**src/rtl/c3lib_strap_capture.sv**
```systemverilog
// rtl/c3lib_strap_capture.sv - strap synchronizer, glitch filter and lock register
// Every pass through FILTER spends one edge loading the reference value, so lock latency is fixed.
module c3lib_strap_capture #(
  parameter int WIDTH      = 8,
  parameter int STABLE_CNT = 4
) (
  input  logic             clk,
  input  logic             rst,
  input  logic [WIDTH-1:0] strap_in,
  input  logic             capture_req,
  output logic [WIDTH-1:0] strap_out,
  output logic             strap_vld,
  output logic             strap_chg
);

  localparam int CNT_W = $clog2(STABLE_CNT + 1);
  localparam logic [CNT_W-1:0] CNT_MAX = CNT_W'(STABLE_CNT - 1);

  typedef enum logic [1:0] {
    ST_SYNC   = 2'd0,
    ST_FILTER = 2'd1,
    ST_LOCKED = 2'd2
  } state_t;

  state_t             state_q, state_d;
  logic [WIDTH-1:0]   sync1_q, sync1_d;
  logic [WIDTH-1:0]   sync2_q, sync2_d;
  logic [WIDTH-1:0]   last_q, last_d;
  logic [WIDTH-1:0]   strap_out_q, strap_out_d;
  logic [CNT_W-1:0]   cnt_q, cnt_d;
  logic               fill_q, fill_d;
  logic               fresh_q, fresh_d;
  logic               strap_vld_q, strap_vld_d;
  logic               strap_chg_q, strap_chg_d;
  logic               locked_once_q, locked_once_d;

  always_comb begin
    sync1_d       = strap_in;
    sync2_d       = sync1_q;
    state_d       = state_q;
    last_d        = last_q;
    strap_out_d   = strap_out_q;
    cnt_d         = cnt_q;
    fill_d        = fill_q;
    fresh_d       = fresh_q;
    strap_vld_d   = strap_vld_q;
    strap_chg_d   = 1'b0;
    locked_once_d = locked_once_q;

    case (state_q)
      ST_SYNC: begin
        if (fill_q) begin
          state_d = ST_FILTER;
          fresh_d = 1'b1;
          cnt_d   = '0;
        end else begin
          fill_d = 1'b1;
        end
      end

      ST_FILTER: begin
        // A restart request outranks a lock landing on the same edge.
        if (capture_req) begin
          fresh_d = 1'b1;
          cnt_d   = '0;
        end else if (fresh_q) begin
          fresh_d = 1'b0;
          last_d  = sync2_q;
          cnt_d   = '0;
        end else if (sync2_q == last_q) begin
          last_d = sync2_q;
          if (cnt_q == CNT_MAX) begin
            state_d       = ST_LOCKED;
            strap_out_d   = sync2_q;
            strap_vld_d   = 1'b1;
            strap_chg_d   = locked_once_q && (sync2_q != strap_out_q);
            locked_once_d = 1'b1;
          end else begin
            cnt_d = cnt_q + CNT_W'(1);
          end
        end else begin
          last_d = sync2_q;
          cnt_d  = '0;
        end
      end

      ST_LOCKED: begin
        if (capture_req) begin
          state_d     = ST_FILTER;
          fresh_d     = 1'b1;
          cnt_d       = '0;
          strap_vld_d = 1'b0;
        end
      end

      default: begin
        state_d = ST_SYNC;
      end
    endcase
  end

  always_ff @(posedge clk) begin
    if (rst) begin
      state_q       <= ST_SYNC;
      sync1_q       <= '0;
      sync2_q       <= '0;
      last_q        <= '0;
      strap_out_q   <= '0;
      cnt_q         <= '0;
      fill_q        <= 1'b0;
      fresh_q       <= 1'b0;
      strap_vld_q   <= 1'b0;
      strap_chg_q   <= 1'b0;
      locked_once_q <= 1'b0;
    end else begin
      state_q       <= state_d;
      sync1_q       <= sync1_d;
      sync2_q       <= sync2_d;
      last_q        <= last_d;
      strap_out_q   <= strap_out_d;
      cnt_q         <= cnt_d;
      fill_q        <= fill_d;
      fresh_q       <= fresh_d;
      strap_vld_q   <= strap_vld_d;
      strap_chg_q   <= strap_chg_d;
      locked_once_q <= locked_once_d;
    end
  end

  assign strap_out = strap_out_q;
  assign strap_vld = strap_vld_q;
  assign strap_chg = strap_chg_q;

endmodule

```
**config.mk**
```make
export PLATFORM = sky130hd
export DESIGN_NAME = c3lib_strap_capture
export DESIGN_NICKNAME = d
export VERILOG_FILES = /design/src/rtl/c3lib_strap_capture.sv
export SDC_FILE = /design/constraint.sdc
export NUM_CORES = 1
export LEC_CHECK = 0
export ABC_AREA = 1
export ABC_CLOCK_PERIOD_IN_PS = 2120
export CORE_MARGIN = 2
export CORE_UTILIZATION = 45
export CTS_CLUSTER_DIAMETER = 200
export DETAILED_ROUTE_END_ITERATION = 10
export GPL_ROUTABILITY_DRIVEN = 1
export HOLD_SLACK_MARGIN = 0.02
export PLACE_DENSITY_LB_ADDON = 0.2
export SETUP_SLACK_MARGIN = 0.02
export SYNTH_ARGS = -nofsm -noshare
export SYNTH_HDL_FRONTEND = slang
export SYNTH_SLANG_ARGS = --single-unit
```
**constraint.sdc**
```tcl
create_clock -name clk -period 2.12 [get_ports clk]
set_clock_uncertainty 0.05 [all_clocks]
set_input_delay 0.53 -clock clk [delete_from_list [all_inputs] [get_ports clk]]
set_output_delay 0.53 -clock clk [all_outputs]
set_load 0.05 [all_outputs]
```
==> results.md, run 1 <==
* Clock Pin Slew Worst Setup and Hold Paths at about 80 ps
* Post-route minimum period at 2030 ps
* Fmax at 492 MHz
* CP delay by family, top: buffers and inverters
* CP max stage delay at 810 ps
* Vias in the first global route at 1429
* Die Ht at roughly 69 microns
* DR pass1 iterations at 4
* Max FO, Critical Path at 3
* First DRT Iteration DRCs at between 80 and 90
* Worst path bufs/invs at 1
* Core area at 4030 sq um
* Initial antenna violation count at 0
* Yosys reg bits at 42
* Lkg Pwr at 1.14 nW
* Final Setup Violations at 0
* Worst path cell trace: clkdlybuf4s50_1
* Post-synth ARST share at 0%
* Routed len/inst at between 9 and 10 microns
* CP Launch Type: register
* Synth area leader: dfxtp_1
* Drc violations at 0
* Post-Synthesis Cells at 290
* Final-stage net count at 327
* CTS tree: built
* Max_slew headroom at 66.3%
* Initial core utilization at between 40% and 50%
* Synthesized area per cell at 6.55 sq um
* Area Growth Syn to Fin at 19.3%
* Area occupied by multi-input gates at 806 sq um
* Register area share after synthesis at 44.3%
* CTS buffer count at 5
* Period utilisation layout at 95.9%
* WS Path Type: register to output pin
* HPWL Detailed at ~2500 microns
* Fin. max-slew vios at 0
* WL final at between 3000 and 4000 microns
* Die W at slightly below 70 microns
* Setup TNS at 0 ps
* Vias/cell at 4.45
* Grt total ovfl at 0
* Count of flip-flops with a built-in enable after synthesis at 0
* Port Buffers at 20
* Status: finished, final reports clean
* Net Count, Synth at ~300
* CP max-delay cell: clkdlybuf4s50_1
* Max Cap Viol at 0
* Power per cell area at 740 nW/um^2
* Yosys top cell area share at between 40% and 50%
* Commonest cells post-synth: 86 x nand2_1, 55 x inv_1, 54 x nor2_1
* Buffer levels on the longest clock path at 2
* Yosys cell types at 19
* CTS sink cnt at 42
* Antenna Nets Post-Route at 0
* Final hold violations at 0
* Fillers at 396
* Die ar. at 4760 sq um
* Most common cell in the synthesized netlist: nand2_1
* H-tree level count at 2
* Clk Latency, worst-skew pair at 290 ps
* Worst vdd ir at 0.440 mV
* Row count at 23
* Placed Area at 2140 sq um
* Min-delay worst type: register to register
* Via count at between 1500 and 2000
* Diodes inserted at 0
* IO Pins at 21
* CTS root buffer: clkbuf_8
* Most used DFF post-synth: dfxtp_1
* RSZ-0062 raised after global routing: false
* GRT Util Overall at 17.1%
* Critical Path End Type: output pin
* Synthesized cell area at ~1900 sq um
* First-pass GRT wire length at about 6000 microns
* Fin area at approximately 2300 sq um
* Worst EP required at 1540 ps
* Share of layout cells above drive strength 1 at 6.03%
* Routability-driven placement congestion ratio at 0.924
* Yosys Warn Count at 0
* Slew @ Worst Pin at 504 ps
* Storage cell area at 841 sq um
* Synth area leaders: dfxtp_1 44%, nand2_1 17%, inv_1 11%
* Arr. time, crit path at 1450 ps
* Largest net degree at the start of global routing at 22
[logic make-up (layout without fill, tap and decap cells)]
kind of cell             Yosys count  after routing  synth area share [%]
buffers and inverters             64             89                  13.3
flip-flops                        42             42                  44.3
XOR/XNOR                           3              3                  1.38
AND/OR/NAND/NOR                  155            155                  33.3
adder cells (fa/ha/maj)            2              2                  1.32
AO/OA/AOI/OAI                     24             24                  6.46
[worst paths after layout]
check	from	slack, ps	cells past startpoint	end
worst min register to register	sync1_q[7]	350	2	sync2_q[7]
worst min-delay path	sync1_q[7]	350	2	sync2_q[7]
worst max register to register	sync2_q[0]	490	9	strap_out[0]
worst max-delay path	strap_out[2]	90	1	strap_out[2]
[power by group]
group	internal (mW)	leakage, nW	switching, mW	total [mW]
logic	0.0790	0.745	0.118	0.197
clock network	0.350	0.0504	0.277	0.627
registers	0.825	0.344	0.0268	0.852
[stage by stage]
stage | total power, mW | hold WS, ps | util (%) | worst slack, ps | std cells
final | 1.68 | 353 | 56.2 | 86.9 | 365
after global routing | 1.77 | 367 | 56.2 | 22.8 | 365
after CTS | 1.70 | 353 | 56.1 | 30.5 | 365
after detailed placement | 1.07 | 342 | 53.2 | 103 | 357
after global placement | 1.07 | 340 | 53.2 | 156 | 357
after floorplan | 1.01 | 338 | - | 718 | 290
[timing repair]
item / 4_1_cts / 5_1_grt
resized for setup: 0 / 3
setup buffers: 0 / 0
hold endpoints to repair: 0 / 0
endpoints found under the setup margin: 0 / 3
hold buffers: 0 / 0
[placed cells by master, fill, tap and decap left out]
cell             netlist  layout
nand3_4                1       1
nor2_4                 1       1
inv_2                  3       3
inv_1                 55      55
nand3_2                1       1
bufinv_16              0       1
xnor2_1                3       3
dlymetal6s2s_1         0       3
nand3_1                4       4
clkinvlp_4             0       2
o31ai_1                1       1
o21ai_0               10      10
dfxtp_1               42      42
nand4_1                6       6
a21oi_1               13      13
clkdlybuf4s50_1        0      15
ha_1                   2       2
clkbuf_8               1       5
nand2_1               86      86
buf_4                  0       5
nor2_1                54      54
nor3_1                 2       2
[metal layers]
metal	track usage (%)	vias up	part of all wire (%)
met5	0	-	0
met4	8.82	0	0.37
met3	3.73	2	4.1
met2	28.6	30	47
met1	20.5	689	49
li1	-	905	-
[layout make-up]
type / count / share of cell area [%]
tap: 50 / 2.76
timing repair buffer: 23 / 9.94
clock buffer: 5 / 3.04
clock inverter: 3 / 1.99
multi-input combinational: 184 / 35.6
sequential: 42 / 37.1
inverter: 58 / 9.61
[sequential cells by signal, indices dropped and copies added (netlist names)]
register and flops:
sync1_q 8, fill_q 1, strap_chg 1, fresh_q 1
strap_out 8, locked_once_q 1, state_q 2, sync2_q 8
last_q 8, strap_vld 1, cnt_q 3
Power figures use the tool's default switching activity.
==> run 2, diff against run 1 <==
--- a/config.mk
+++ b/config.mk
@@ -7,8 +7,9 @@
 export LEC_CHECK = 0
 export ABC_AREA = 1
 export ABC_CLOCK_PERIOD_IN_PS = 2120
-export CORE_MARGIN = 2
-export CORE_UTILIZATION = 45
+export CELL_PAD_IN_SITES_DETAIL_PLACEMENT = 0
+export CELL_PAD_IN_SITES_GLOBAL_PLACEMENT = 2
+export CORE_UTILIZATION = 32
 export CTS_CLUSTER_DIAMETER = 200
 export DETAILED_ROUTE_END_ITERATION = 10
 export GPL_ROUTABILITY_DRIVEN = 1
@@ -18,3 +19,4 @@
 export SYNTH_ARGS = -nofsm -noshare
 export SYNTH_HDL_FRONTEND = slang
 export SYNTH_SLANG_ARGS = --single-unit
+export TNS_END_PERCENT = 30
==> run 2 against run 1 <==
Compared with the run above: combinational power up 2%; non-clock buffer count unchanged; first-iteration DRC count shrank 39%; fmax shrank 2.0%; global-route usage decreased by 1.5 points; die area grew 31%; clock power down 18%; power is 6.6% lower; critical path depth is the same; design area shrank 0.22%; via count is 0.68% lower; critical endpoint is now strap_out[6]; highest routed layer unchanged.
==> results.md, run 2 (same netlist as run 1, synthesis figures left out) <==
* # hold bufs at CTS at 0
* Routed len/inst at 10.2 microns
* Largest net degree at the start of global routing at 22
* Internal at ~1.1 mW
* Switching share of power at 27.4%
* Initial core utilization at 33.9%
* Routability-driven placement congestion ratio at between 0.7 and 0.8
* Worst vdd ir at around 0.34 mV
* Final hold violations at 0
* Most frequent cells in the layout: 86 x nand2_1, 55 x inv_1, 54 x nor2_1, 42 x dfxtp_1, 17 x clkdlybuf4s50_1
* Share of power burned in registers at between 50% and 60%
* Clock Pin Slew Worst Setup and Hold Paths at 80 ps
* Fmax at 482 MHz
* WL final at 3940 microns
* Grt peak-use layer: met2
* Switching power at 428 uW
* H-tree level count at 2
* Post-route minimum period at 2070 ps
* Clock power share at 32.7%
* Grt total ovfl at 0
* Fin. max-slew vios at 0
* Arr. time, crit path at 1490 ps
* RSZ-0062 raised after global routing: true
* IO Pins at 21
* First-pass GRT wire length at 7360 microns
* Lkg Pwr at 1.10 nW
* Worst EP required at ~1500 ps
* Slew @ Worst Pin at 508 ps
* Clk Latency, worst-skew pair at 290 ps
* Final Setup Violations at 0
* CP max stage delay at around 800 ps
* Grt met2 use at 25.6%
* WS Path Type: register to output pin
* DR pass1 iterations at 5
* Port Buffers at 20
* Drc violations at 0
* Setup TNS at 0 ps
* CTS sink cnt at between 40 and 50
* Min-delay worst type: register to register
* Share of layout cells above drive strength 1 at 5.71%
* CTS root buffer: clkbuf_8
* Fillers at 651
* Most common cell after layout, fill and taps aside: nand2_1
* Max Cap Viol at 0
* CP Launch Type: register
* CP max-delay cell: clkdlybuf4s50_1
* Final-stage net count at between 300 and 400
* HPWL Detailed at 2800 microns
* Power per cell area at around 700 nW/um^2
* Post CTS Setup Buffer Count at 0
* Die W at 79.0 microns
* CTS buffer count at 5
* Antenna Nets Post-Route at 0
* Worst path bufs/invs at 1
* Max FO, Critical Path at 3
* Max_slew headroom at 66.0%
* GRT Util Overall at approximately 16%
* Via count at around 1600
* Area Growth Syn to Fin at 19.0%
* Critical Path End Type: output pin
* Die Ht at approximately 79 microns
* Worst path cell trace: clkdlybuf4s50_1
* Vias/cell at 4.17
* Die ar. at around 6200 sq um
* First DRT Iteration DRCs at 52
* CTS tree: built
* Status: finished, final reports clean
* Grt met1 use at 19.4%
* Buffer levels on the longest clock path at 2
* Row count at 27
* Core area at 5610 sq um
* Vias in the first global route at 1641
* Diodes inserted at 0
* Gate power share at between 10 and 15%
* Period utilisation layout at 97.8%
* CP delay by family, top: buffers and inverters
* Initial antenna violation count at 0
* WHS at 353 ps
* Met3 usage at 3.91%
==> run 2: cell count changes in the layout (fill, tap and decap cells not counted) <==
cell             delta
clkbuf_1            +1
clkinv_2            +1
clkinv_4            +1
clkdlybuf4s50_1     +2
clkinvlp_4          -2
dlymetal6s2s_1      -2
bufinv_16           -1
==> run 2: power by group through the flow <==
| stage | Combinational (mW) | Sequential [mW] | Clock [mW] |
|---|---|---|---|
| final | 0.201 | 0.852 | 0.512 |
| after global routing | 0.242 | 0.859 | 0.573 |
| after CTS | 0.204 | 0.853 | 0.540 |
| after detailed placement | 0.204 | 0.871 | 0 |
| after global placement | 0.203 | 0.872 | 0 |
| after floorplan | 0.148 | 0.865 | 0 |
==> run 2: path summary, 6_finish.rpt <==
check                             startpoint      endpoint  slack (ps)  depth (start not counted)
worst max register to register    sync2_q[7]  strap_out[7]         450                          9
worst max-delay path            strap_out[6]  strap_out[6]          50                          1
worst min register to register    sync1_q[0]    sync2_q[0]         350                          2
worst min-delay path              sync1_q[0]    sync2_q[0]         350                          2
==> run 2: per-layer routing <==
| layer | share of wire [%] | routed length (microns) |
|---|---|---|
| met4 | 1.3 | 53 |
| met2 | 45 | 1760 |
| met3 | 3.0 | 120 |
| met5 | 0 | 0 |
| met1 | 51 | 2010 |
==> run 2: final cells by class <==
type                    instances  area [sq um]  area share, %
clock buffers                   6          72.6           3.21
clock inverters                 2          13.8          0.609
inverters                      58           218           9.63
multi-input cells             184           806           35.6
flip-flops and latches         42           841           37.2
well taps                      72          90.1           3.98
repair buffers                 23           220           9.74
==> run 2: repair_timing <==
action | in CTS | in global routing
gates resized for setup | 0 | 1
setup endpoints to repair | 0 | 3
hold endpoints to repair | 0 | 0
==> run 2: per-stage QoR <==
step                      total power, mW  std cells  instance area (sq um)  utilization [%]  worst slack, ps
final                                1.56        387                   2260             40.3             46.3
after global routing                 1.67        387                   2260             40.3             9.94
after CTS                            1.60        387                   2260             40.3             28.5
after detailed placement             1.08        379                   2170             38.7             31.1
after global placement               1.08        379                   2170             38.7             79.5
after floorplan                      1.01        290                   1900                -              718
==> run 2: worst reg2reg max path: stages (launching register included) <==
cell and delay [ps]:
dfxtp_1 380, inv_1 90, nand2_1 60, nand2_1 70, nor2_1 120, nand2_1 130
nor2_4 220, nand3_2 240, nor2_1 160, nor2_1 60
==> run 3, diff against run 2 <==
--- a/config.mk
+++ b/config.mk
@@ -7,10 +7,12 @@
 export LEC_CHECK = 0
 export ABC_AREA = 1
 export ABC_CLOCK_PERIOD_IN_PS = 2120
+export CAP_MARGIN = 30
 export CELL_PAD_IN_SITES_DETAIL_PLACEMENT = 0
 export CELL_PAD_IN_SITES_GLOBAL_PLACEMENT = 2
 export CORE_UTILIZATION = 32
 export CTS_CLUSTER_DIAMETER = 200
+export CTS_CLUSTER_SIZE = 40
 export DETAILED_ROUTE_END_ITERATION = 10
 export GPL_ROUTABILITY_DRIVEN = 1
 export HOLD_SLACK_MARGIN = 0.02
==> results of run 3 <==
Same layout as run 2: the final DEF is identical, and so are final timing and power.
